**config.mk**
```make
export PLATFORM = sky130hd
export DESIGN_NAME = rv_multicycle_ctrl
export DESIGN_NICKNAME = d
export VERILOG_FILES = /design/src/rtl/rv_multicycle_ctrl.sv
export SDC_FILE = /design/constraint.sdc
export NUM_CORES = 1
export LEC_CHECK = 0
export CAP_MARGIN = 20
export CORE_MARGIN = 4
export CORE_UTILIZATION = 35
export DETAILED_ROUTE_END_ITERATION = 8
export GPL_TIMING_DRIVEN = 0
export HOLD_SLACK_MARGIN = 0.02
export PLACE_DENSITY_LB_ADDON = 0.12
export SLEW_MARGIN = 20
export SYNTH_ARGS = -nofsm -noshare
export SYNTH_HDL_FRONTEND = slang
export SYNTH_SLANG_ARGS = --single-unit
```
**constraint.sdc**
```tcl
create_clock -name i_clk -period 3 [get_ports i_clk]
set_input_delay 0.6 -clock i_clk [delete_from_list [all_inputs] [get_ports i_clk]]
set_output_delay 0.6 -clock i_clk [all_outputs]
set_load 0.05 [all_outputs]
```
**src/rtl/rv_multicycle_ctrl.sv**
```systemverilog
// rv_multicycle_ctrl: multi-cycle FETCH/DECODE/EXEC/MEM/WB sequencer for an RV32I core.
// Owns the PC and instruction register, drives the immediate/ALU/writeback selects
// and the instruction/data memory strobes around a combinational datapath.
// Ports:
//   i_clk, i_rst_n                     clock, asynchronous active-low reset
//   o_imem_req, o_pc, i_imem_ack,
//   i_imem_rdata                       instruction fetch port (o_pc is the fetch address)
//   o_instr                            instruction register
//   o_imm_sel, i_imm                   immediate type select / generated immediate
//   o_alu_a_sel, o_alu_b_sel, o_alu_op,
//   i_alu_result, i_br_taken           ALU control, JALR target, branch decision
//   o_dmem_req, o_dmem_we, i_dmem_ack  data memory port
//   o_rd_we, o_wb_sel                  register-file writeback
//   o_retire, o_illegal                retire pulse, illegal-instruction flag
// Build option: define ILLEGAL_TRAP_EN to park illegal opcodes in a TRAP state;
// otherwise they execute as a NOP and o_illegal is tied low.
module rv_multicycle_ctrl #(
    parameter logic [31:0] RESET_PC = 32'h0000_0000
) (
    input  logic        i_clk,
    input  logic        i_rst_n,
    output logic        o_imem_req,
    output logic [31:0] o_pc,
    input  logic        i_imem_ack,
    input  logic [31:0] i_imem_rdata,
    output logic [31:0] o_instr,
    output logic [2:0]  o_imm_sel,
    input  logic [31:0] i_imm,
    output logic        o_alu_a_sel,
    output logic        o_alu_b_sel,
    output logic [3:0]  o_alu_op,
    input  logic [31:0] i_alu_result,
    input  logic        i_br_taken,
    output logic        o_dmem_req,
    output logic        o_dmem_we,
    input  logic        i_dmem_ack,
    output logic        o_rd_we,
    output logic [1:0]  o_wb_sel,
    output logic        o_retire,
    output logic        o_illegal
);
    localparam logic [6:0] OPC_LUI   = 7'b0110111;
    localparam logic [6:0] OPC_AUIPC = 7'b0010111;
    localparam logic [6:0] OPC_JAL   = 7'b1101111;
    localparam logic [6:0] OPC_JALR  = 7'b1100111;
    localparam logic [6:0] OPC_BR    = 7'b1100011;
    localparam logic [6:0] OPC_LD    = 7'b0000011;
    localparam logic [6:0] OPC_ST    = 7'b0100011;
    localparam logic [6:0] OPC_OPI   = 7'b0010011;
    localparam logic [6:0] OPC_OP    = 7'b0110011;
    localparam logic [6:0] OPC_FENCE = 7'b0001111;

    typedef enum logic [2:0] {
        FETCH, DECODE, EXEC, MEM, WB
`ifdef ILLEGAL_TRAP_EN
        , TRAP
`endif
    } state_t;

    state_t st;
    logic is_lui, is_auipc, is_jal, is_jalr, is_br, is_ld, is_st, is_opi, is_op, is_fence;
    logic ill, is_nop, retire;
    logic [3:0] dec_op;
    logic [31:0] next_pc;

    // Computed straight from the fetched word so o_imm_sel is already valid in DECODE.
    function automatic logic [2:0] imm_type(input logic [31:0] w);
        case (w[6:0])
            OPC_LUI, OPC_AUIPC: imm_type = 3'b101;
            OPC_JAL:            imm_type = 3'b100;
            OPC_BR:             imm_type = 3'b011;
            OPC_ST:             imm_type = 3'b010;
            OPC_OPI:            imm_type = (w[13:12] == 2'b01) ? 3'b001 : 3'b000;
            default:            imm_type = 3'b000;
        endcase
    endfunction

    assign is_lui   = o_instr[6:0] == OPC_LUI;
    assign is_auipc = o_instr[6:0] == OPC_AUIPC;
    assign is_jal   = o_instr[6:0] == OPC_JAL;
    assign is_jalr  = o_instr[6:0] == OPC_JALR;
    assign is_br    = o_instr[6:0] == OPC_BR;
    assign is_ld    = o_instr[6:0] == OPC_LD;
    assign is_st    = o_instr[6:0] == OPC_ST;
    assign is_opi   = o_instr[6:0] == OPC_OPI;
    assign is_op    = o_instr[6:0] == OPC_OP;
    assign is_fence = o_instr[6:0] == OPC_FENCE;
    assign ill      = !(is_lui || is_auipc || is_jal || is_jalr || is_br || is_ld ||
                        is_st || is_opi || is_op || is_fence);
    // Illegal opcodes only reach EXEC when the trap is not built.
    assign is_nop   = is_fence || ill;

    // funct7[5] only matters for OP and the right-shift immediates.
    assign dec_op = (is_op || (is_opi && o_instr[14:12] == 3'b101)) ? {o_instr[30], o_instr[14:12]} :
                    is_opi ? {1'b0, o_instr[14:12]} : 4'b0000;

    assign next_pc = is_jal ? o_pc + i_imm :
                     is_jalr ? (i_alu_result & ~32'h1) :
                     (is_br && i_br_taken) ? o_pc + i_imm : o_pc + 32'd4;

    // A store finishes on its dmem ack cycle, so retire has to see the ack combinationally.
    assign retire = (st == EXEC && (is_br || is_nop)) ||
                    (st == MEM && is_st && i_dmem_ack) ||
                    (st == WB);
    assign o_retire = retire;

`ifndef ILLEGAL_TRAP_EN
    assign o_illegal = 1'b0;
`endif

    always_ff @(posedge i_clk or negedge i_rst_n) begin
        if (!i_rst_n) begin
            st          <= FETCH;
            o_pc        <= RESET_PC;
            o_instr     <= 32'h0000_0013;
            o_imem_req  <= 1'b0;
            o_dmem_req  <= 1'b0;
            o_dmem_we   <= 1'b0;
            o_rd_we     <= 1'b0;
            o_imm_sel   <= 3'b000;
            o_alu_a_sel <= 1'b0;
            o_alu_b_sel <= 1'b0;
            o_alu_op    <= 4'b0000;
            o_wb_sel    <= 2'b00;
`ifdef ILLEGAL_TRAP_EN
            o_illegal   <= 1'b0;
`endif
        end else begin
            o_rd_we <= 1'b0;
            if (retire) begin
                o_pc       <= next_pc;
                o_imem_req <= 1'b1;
                st         <= FETCH;
            end
            case (st)
                FETCH: begin
                    o_imem_req <= 1'b1;
                    if (o_imem_req && i_imem_ack) begin
                        o_imem_req <= 1'b0;
                        o_instr    <= i_imem_rdata;
                        o_imm_sel  <= imm_type(i_imem_rdata);
                        st         <= DECODE;
                    end
                end
                DECODE: begin
`ifdef ILLEGAL_TRAP_EN
                    if (ill) begin
                        st        <= TRAP;
                        o_illegal <= 1'b1;
                    end else begin
`else
                    begin
`endif
                        st          <= EXEC;
                        o_alu_a_sel <= is_auipc;
                        o_alu_b_sel <= is_auipc || is_ld || is_st || is_jalr || is_opi;
                        o_alu_op    <= dec_op;
                    end
                end
                EXEC: begin
                    if (is_ld || is_st) begin
                        st         <= MEM;
                        o_dmem_req <= 1'b1;
                        o_dmem_we  <= is_st;
                    end else if (!(is_br || is_nop)) begin
                        st       <= WB;
                        o_rd_we  <= 1'b1;
                        o_wb_sel <= is_lui ? 2'b11 : (is_jal || is_jalr) ? 2'b10 : 2'b00;
                    end
                end
                MEM: begin
                    if (i_dmem_ack) begin
                        o_dmem_req <= 1'b0;
                        o_dmem_we  <= 1'b0;
                        if (is_ld) begin
                            st       <= WB;
                            o_rd_we  <= 1'b1;
                            o_wb_sel <= 2'b01;
                        end
                    end
                end
                WB: st <= FETCH;
`ifdef ILLEGAL_TRAP_EN
                TRAP: st <= TRAP;
`endif
                default: st <= FETCH;
            endcase
        end
    end
endmodule

```
==> results_tabular.tex <==
\begin{tabular}{lr}
\hline
Metric & Value \\
\hline
\multicolumn{2}{l}{\textbf{CTS}} \\
Clock transition time at the flip-flop clock pins of the worst setup and hold paths & approximately 0.06 ns \\
Number of buffers on the longest clock path & 2 \\
Cell chosen for the clock root & clkbuf\_16 \\
CTS HTree Levels & 3 \\
Sinks on Clock Net & between 80 and 90 \\
Number of hold buffers added after CTS & 0 \\
Total CTS buffers & 9 \\
Clk\_lat worst skew & about 0.35 ns \\
TritonCTS clock tree & done \\
\multicolumn{2}{l}{\textbf{Critical path}} \\
Nature of the critical path endpoint & flip-flop \\
CP Launch Type & input port \\
Critical path data required time & approximately 3.2 ns \\
Arrival time reported for the critical path endpoint & 3.13 ns \\
Critical path fanouts, max & 8 \\
Critical setup path kind & in -> reg \\
\multicolumn{2}{l}{\textbf{Cells and area}} \\
Most common library cell in the layout ignoring fill and taps & nand2\_1 \\
Layout net count & approximately 1100 \\
Footprint of the multi-input gates & around 0.0040 sq mm \\
Register area & approximately 0.0021 sq mm \\
Diodes inserted & 0 \\
Final core occ & 50.35\% \\
Count of fill cells added during filler insertion & around 1700 \\
Post-route design area & between 0.008 and 0.009 sq mm \\
Commonest cells after routing, fill and taps aside & nand2\_1, clkdlybuf4s50\_1, dfrtp\_1 \\
Fraction of final layout cells with drive strength greater than 1 & between 6 and 7\% \\
Area delta synth->final & 41.64\% \\
\multicolumn{2}{l}{\textbf{Min path}} \\
Worst hold-check path type & in -> async \\
\multicolumn{2}{l}{\textbf{Yosys}} \\
Yosys Warn Count & 0 \\
EDFF count, synth & 0 \\
Share of flip-flops with an asynchronous set or reset after synthesis & between 90\% and 100\% \\
Synthesized area per cell & about 7.9 sq um \\
Flip-flop and latch count after synthesis & a little over 80 \\
Unique masters post-synth & 70 \\
Sequential share of the synthesized area & roughly a third \\
Cell area after synthesis & a little over 0.006 sq mm \\
Most frequently used flop master after synthesis & dfrtp\_1 \\
Total nets after synthesis & just over 900 \\
Gate Count Post-Synth & approximately 770 \\
\multicolumn{2}{l}{\textbf{Die}} \\
IO Count & 182 \\
Die Area & a little under 0.02 sq mm \\
Initial Utilization & a little over a third \\
CORE AREA & approximately 0.017 sq mm \\
Die Span Y & between 100 and 150 um \\
Row Count & 48 \\
Width of the chip & around 140 um \\
\multicolumn{2}{l}{\textbf{Run}} \\
Max capacitance violation total & 0 \\
\multicolumn{2}{l}{\textbf{Power}} \\
Total power draw & between 0.008 and 0.009 W \\
Pwr/cell area & roughly 1000 mW/mm\^{}2 \\
VDD IR max & between 0.5 and 0.6 mV \\
Total leakage power & about 3.6 nW \\
\multicolumn{2}{l}{\textbf{GRT}} \\
Via count of the first global-routing pass & slightly above 6000 \\
Number of antenna violations at the first check in global routing & 1 \\
Global-route wire length before repair & 33.16 mm \\
Pin count of the biggest net entering global routing & between 40 and 50 \\
Total overflow reported by the global router & 0 \\
Aggregate global-route resource usage & between 20\% and 30\% \\
\multicolumn{2}{l}{\textbf{Route}} \\
Number of iterations in the first detailed-routing pass & 5 \\
Drt via density & roughly 5.3 \\
WL/cell & between 15 and 20 um \\
Number of remaining DRC errors & 0 \\
Antenna Violating Nets Remaining & 0 \\
Routed wire length & around 21 mm \\
Via count of the routed design & 6388 \\
Initial detailed-routing violation count & about 500 \\
\multicolumn{2}{l}{\textbf{STA}} \\
Worst slew pin tran & between 0.7 and 0.8 ns \\
Max Clk Rate & between 0.3 and 0.4 GHz \\
Final worst-path cycle share & 96.73\% \\
Final setup violation count & 0 \\
Shortest period the worst path allows & slightly below 3 ns \\
Count of pins over their slew limit & 0 \\
Worst setup skew after layout & between 0.009 and 0.01 ns \\
Tightest slew margin relative to the limit & between 40\% and 50\% \\
Hold violation total from the final report & 0 \\
\multicolumn{2}{l}{\textbf{Place}} \\
DP Wirelength & about 16 mm \\
Placed Instance Area & between 0.008 and 0.009 sq mm \\
Weighted congestion reported at the end of routability-driven placement & between 0.9 and 1 \\
PortBufs & between 150 and 200 \\
\multicolumn{2}{l}{\textbf{Run status}} \\
Run status & complete, no violations \\
\hline
\end{tabular}
layer usage:
metal	GRT usage [%]	vias up	part of all wire, %
li1	-	3174	-
met1	28.46	2970	45
met2	32.74	224	46
met3	7.306	18	8.9
met4	2.856	2	0.76
met5	0	-	0.061
critical path, cell delays in order:
cell and delay (ns):
clkdlybuf4s50_1 0.44, ha_1 0.36, o211ai_1 0.12, o21bai_2 0.23
o21bai_1 0.12, a21o_1 0.16, clkbuf_4 0.19, o31ai_4 0.26
a221o_1 0.20, o311ai_1 0.09, or3_1 0.35
cell type report:
class                      count  area share [%]
inverter                      17          0.7353
tap                          225           3.244
clock buffer                  10           2.754
clock inverter                 6          0.8218
sequential                    82           23.70
buffer                        36           1.889
multi-input combinational    636           45.56
timing repair buffer         185           21.29
logic make-up (layout without fill, tap and decap cells):
kind of cell	after synthesis	after routing	synth area share [%]
and+or+nand+nor	342	342	25.42
xor gates and xnor gates	43	43	6.147
muxes	4	4	0.6739
adders and majority gates	33	33	6.861
DFF	82	82	33.55
other	1	1	0.06120
buffers and inverters	54	254	3.655
AOI/OAI and AO/OA	213	213	23.63
state kept, by name, indices dropped and copies added (netlist names):
name         count
o_instr         32
o_pc            32
o_alu_op         4
o_imm_sel        3
st               3
o_wb_sel         2
o_alu_a_sel      1
o_alu_b_sel      1
o_dmem_req       1
o_dmem_we        1
o_imem_req       1
o_rd_we          1
power breakdown:
part           switching [W]  leakage, nW  total, W  internal [W]
combinational        0.00339         2.49   0.00526       0.00186
clock               0.000500        0.146   0.00118      0.000677
sequential          0.000542         1.01   0.00207       0.00152
metrics by stage:
stage / instances / hold WS, ns / setup TNS [ns] / worst slack (ns)
floorplan: 772 / 0.3044 / 0 / 0.1367
global placement: 1176 / 0.4575 / -163.64 / -1.950
detailed placement: 1177 / 0.4606 / -7.265 / -0.7076
CTS: 1195 / 0.3072 / 0 / 0.004813
global route: 1197 / 0.3268 / -0.04235 / -0.02235
finish: 1197 / 0.2869 / 0 / 0.09802
synth_stat cells (4+ instances only):
master    number  area, sq um
and4_1         4        35.03
dfrtp_1       79         1977
a22oi_1        7        52.55
nand3b_1       5        37.54
xor2_1        28        245.2
buf_2          8        40.04
nor2_1        64        240.2
a22o_1         6        52.55
o22ai_1       10        62.56
a211oi_1       5        37.54
o21bai_1       5        37.54
a21o_1        20        150.1
ha_1          32        400.4
o21ai_0       44        220.2
and3_1         5        31.28
o31ai_1       11        82.58
nand2b_1       6        37.54
nand2_1      179        671.9
o21ai_1       10        50.05
o21a_1         6        45.04
nor3_1        16        80.08
o211ai_1       6        45.04
nor4_1         4        25.02
clkbuf_1      24        90.09
nand4_1       17        106.4
a221oi_1      16        140.1
a21oi_1       34        170.2
nand3_1       22        110.1
inv_1         16        60.06
a31oi_1        4        25.02
xnor2_1       15        131.4
what timing repair did:
action,in CTS,in global routing
pin swaps,4,5
hold endpoints to repair,0,0
resized for setup,17,14
endpoints found under the setup margin,9,14
setup buffers,3,2
path summary, 6_finish.rpt:
| path | startpoint | slack, ns | cells after the start | endpoint |
|---|---|---|---|---|
| min in group i_clk | o_instr[26]$_DFFE_PN0P_ | 0.47 | 2 | o_instr[26]$_DFFE_PN0P_ |
| max reg2reg | o_instr[2]$_DFFE_PN0P_ | 0.25 | 10 | o_pc[16]$_DFFE_PN0P_ |
| min | i_rst_n | 0.29 | 1 | o_pc[7]$_DFFE_PN0P_ |
| max in group asynchronous | i_rst_n | 2.01 | 2 | o_instr[1]$_DFFE_PN1P_ |
| max | i_imm[2] | 0.1 | 11 | o_pc[31]$_DFFE_PN0P_ |
| min reg2reg | o_instr[26]$_DFFE_PN0P_ | 0.47 | 2 | o_instr[26]$_DFFE_PN0P_ |
Note: power is estimated with default switching activity, not from simulation.
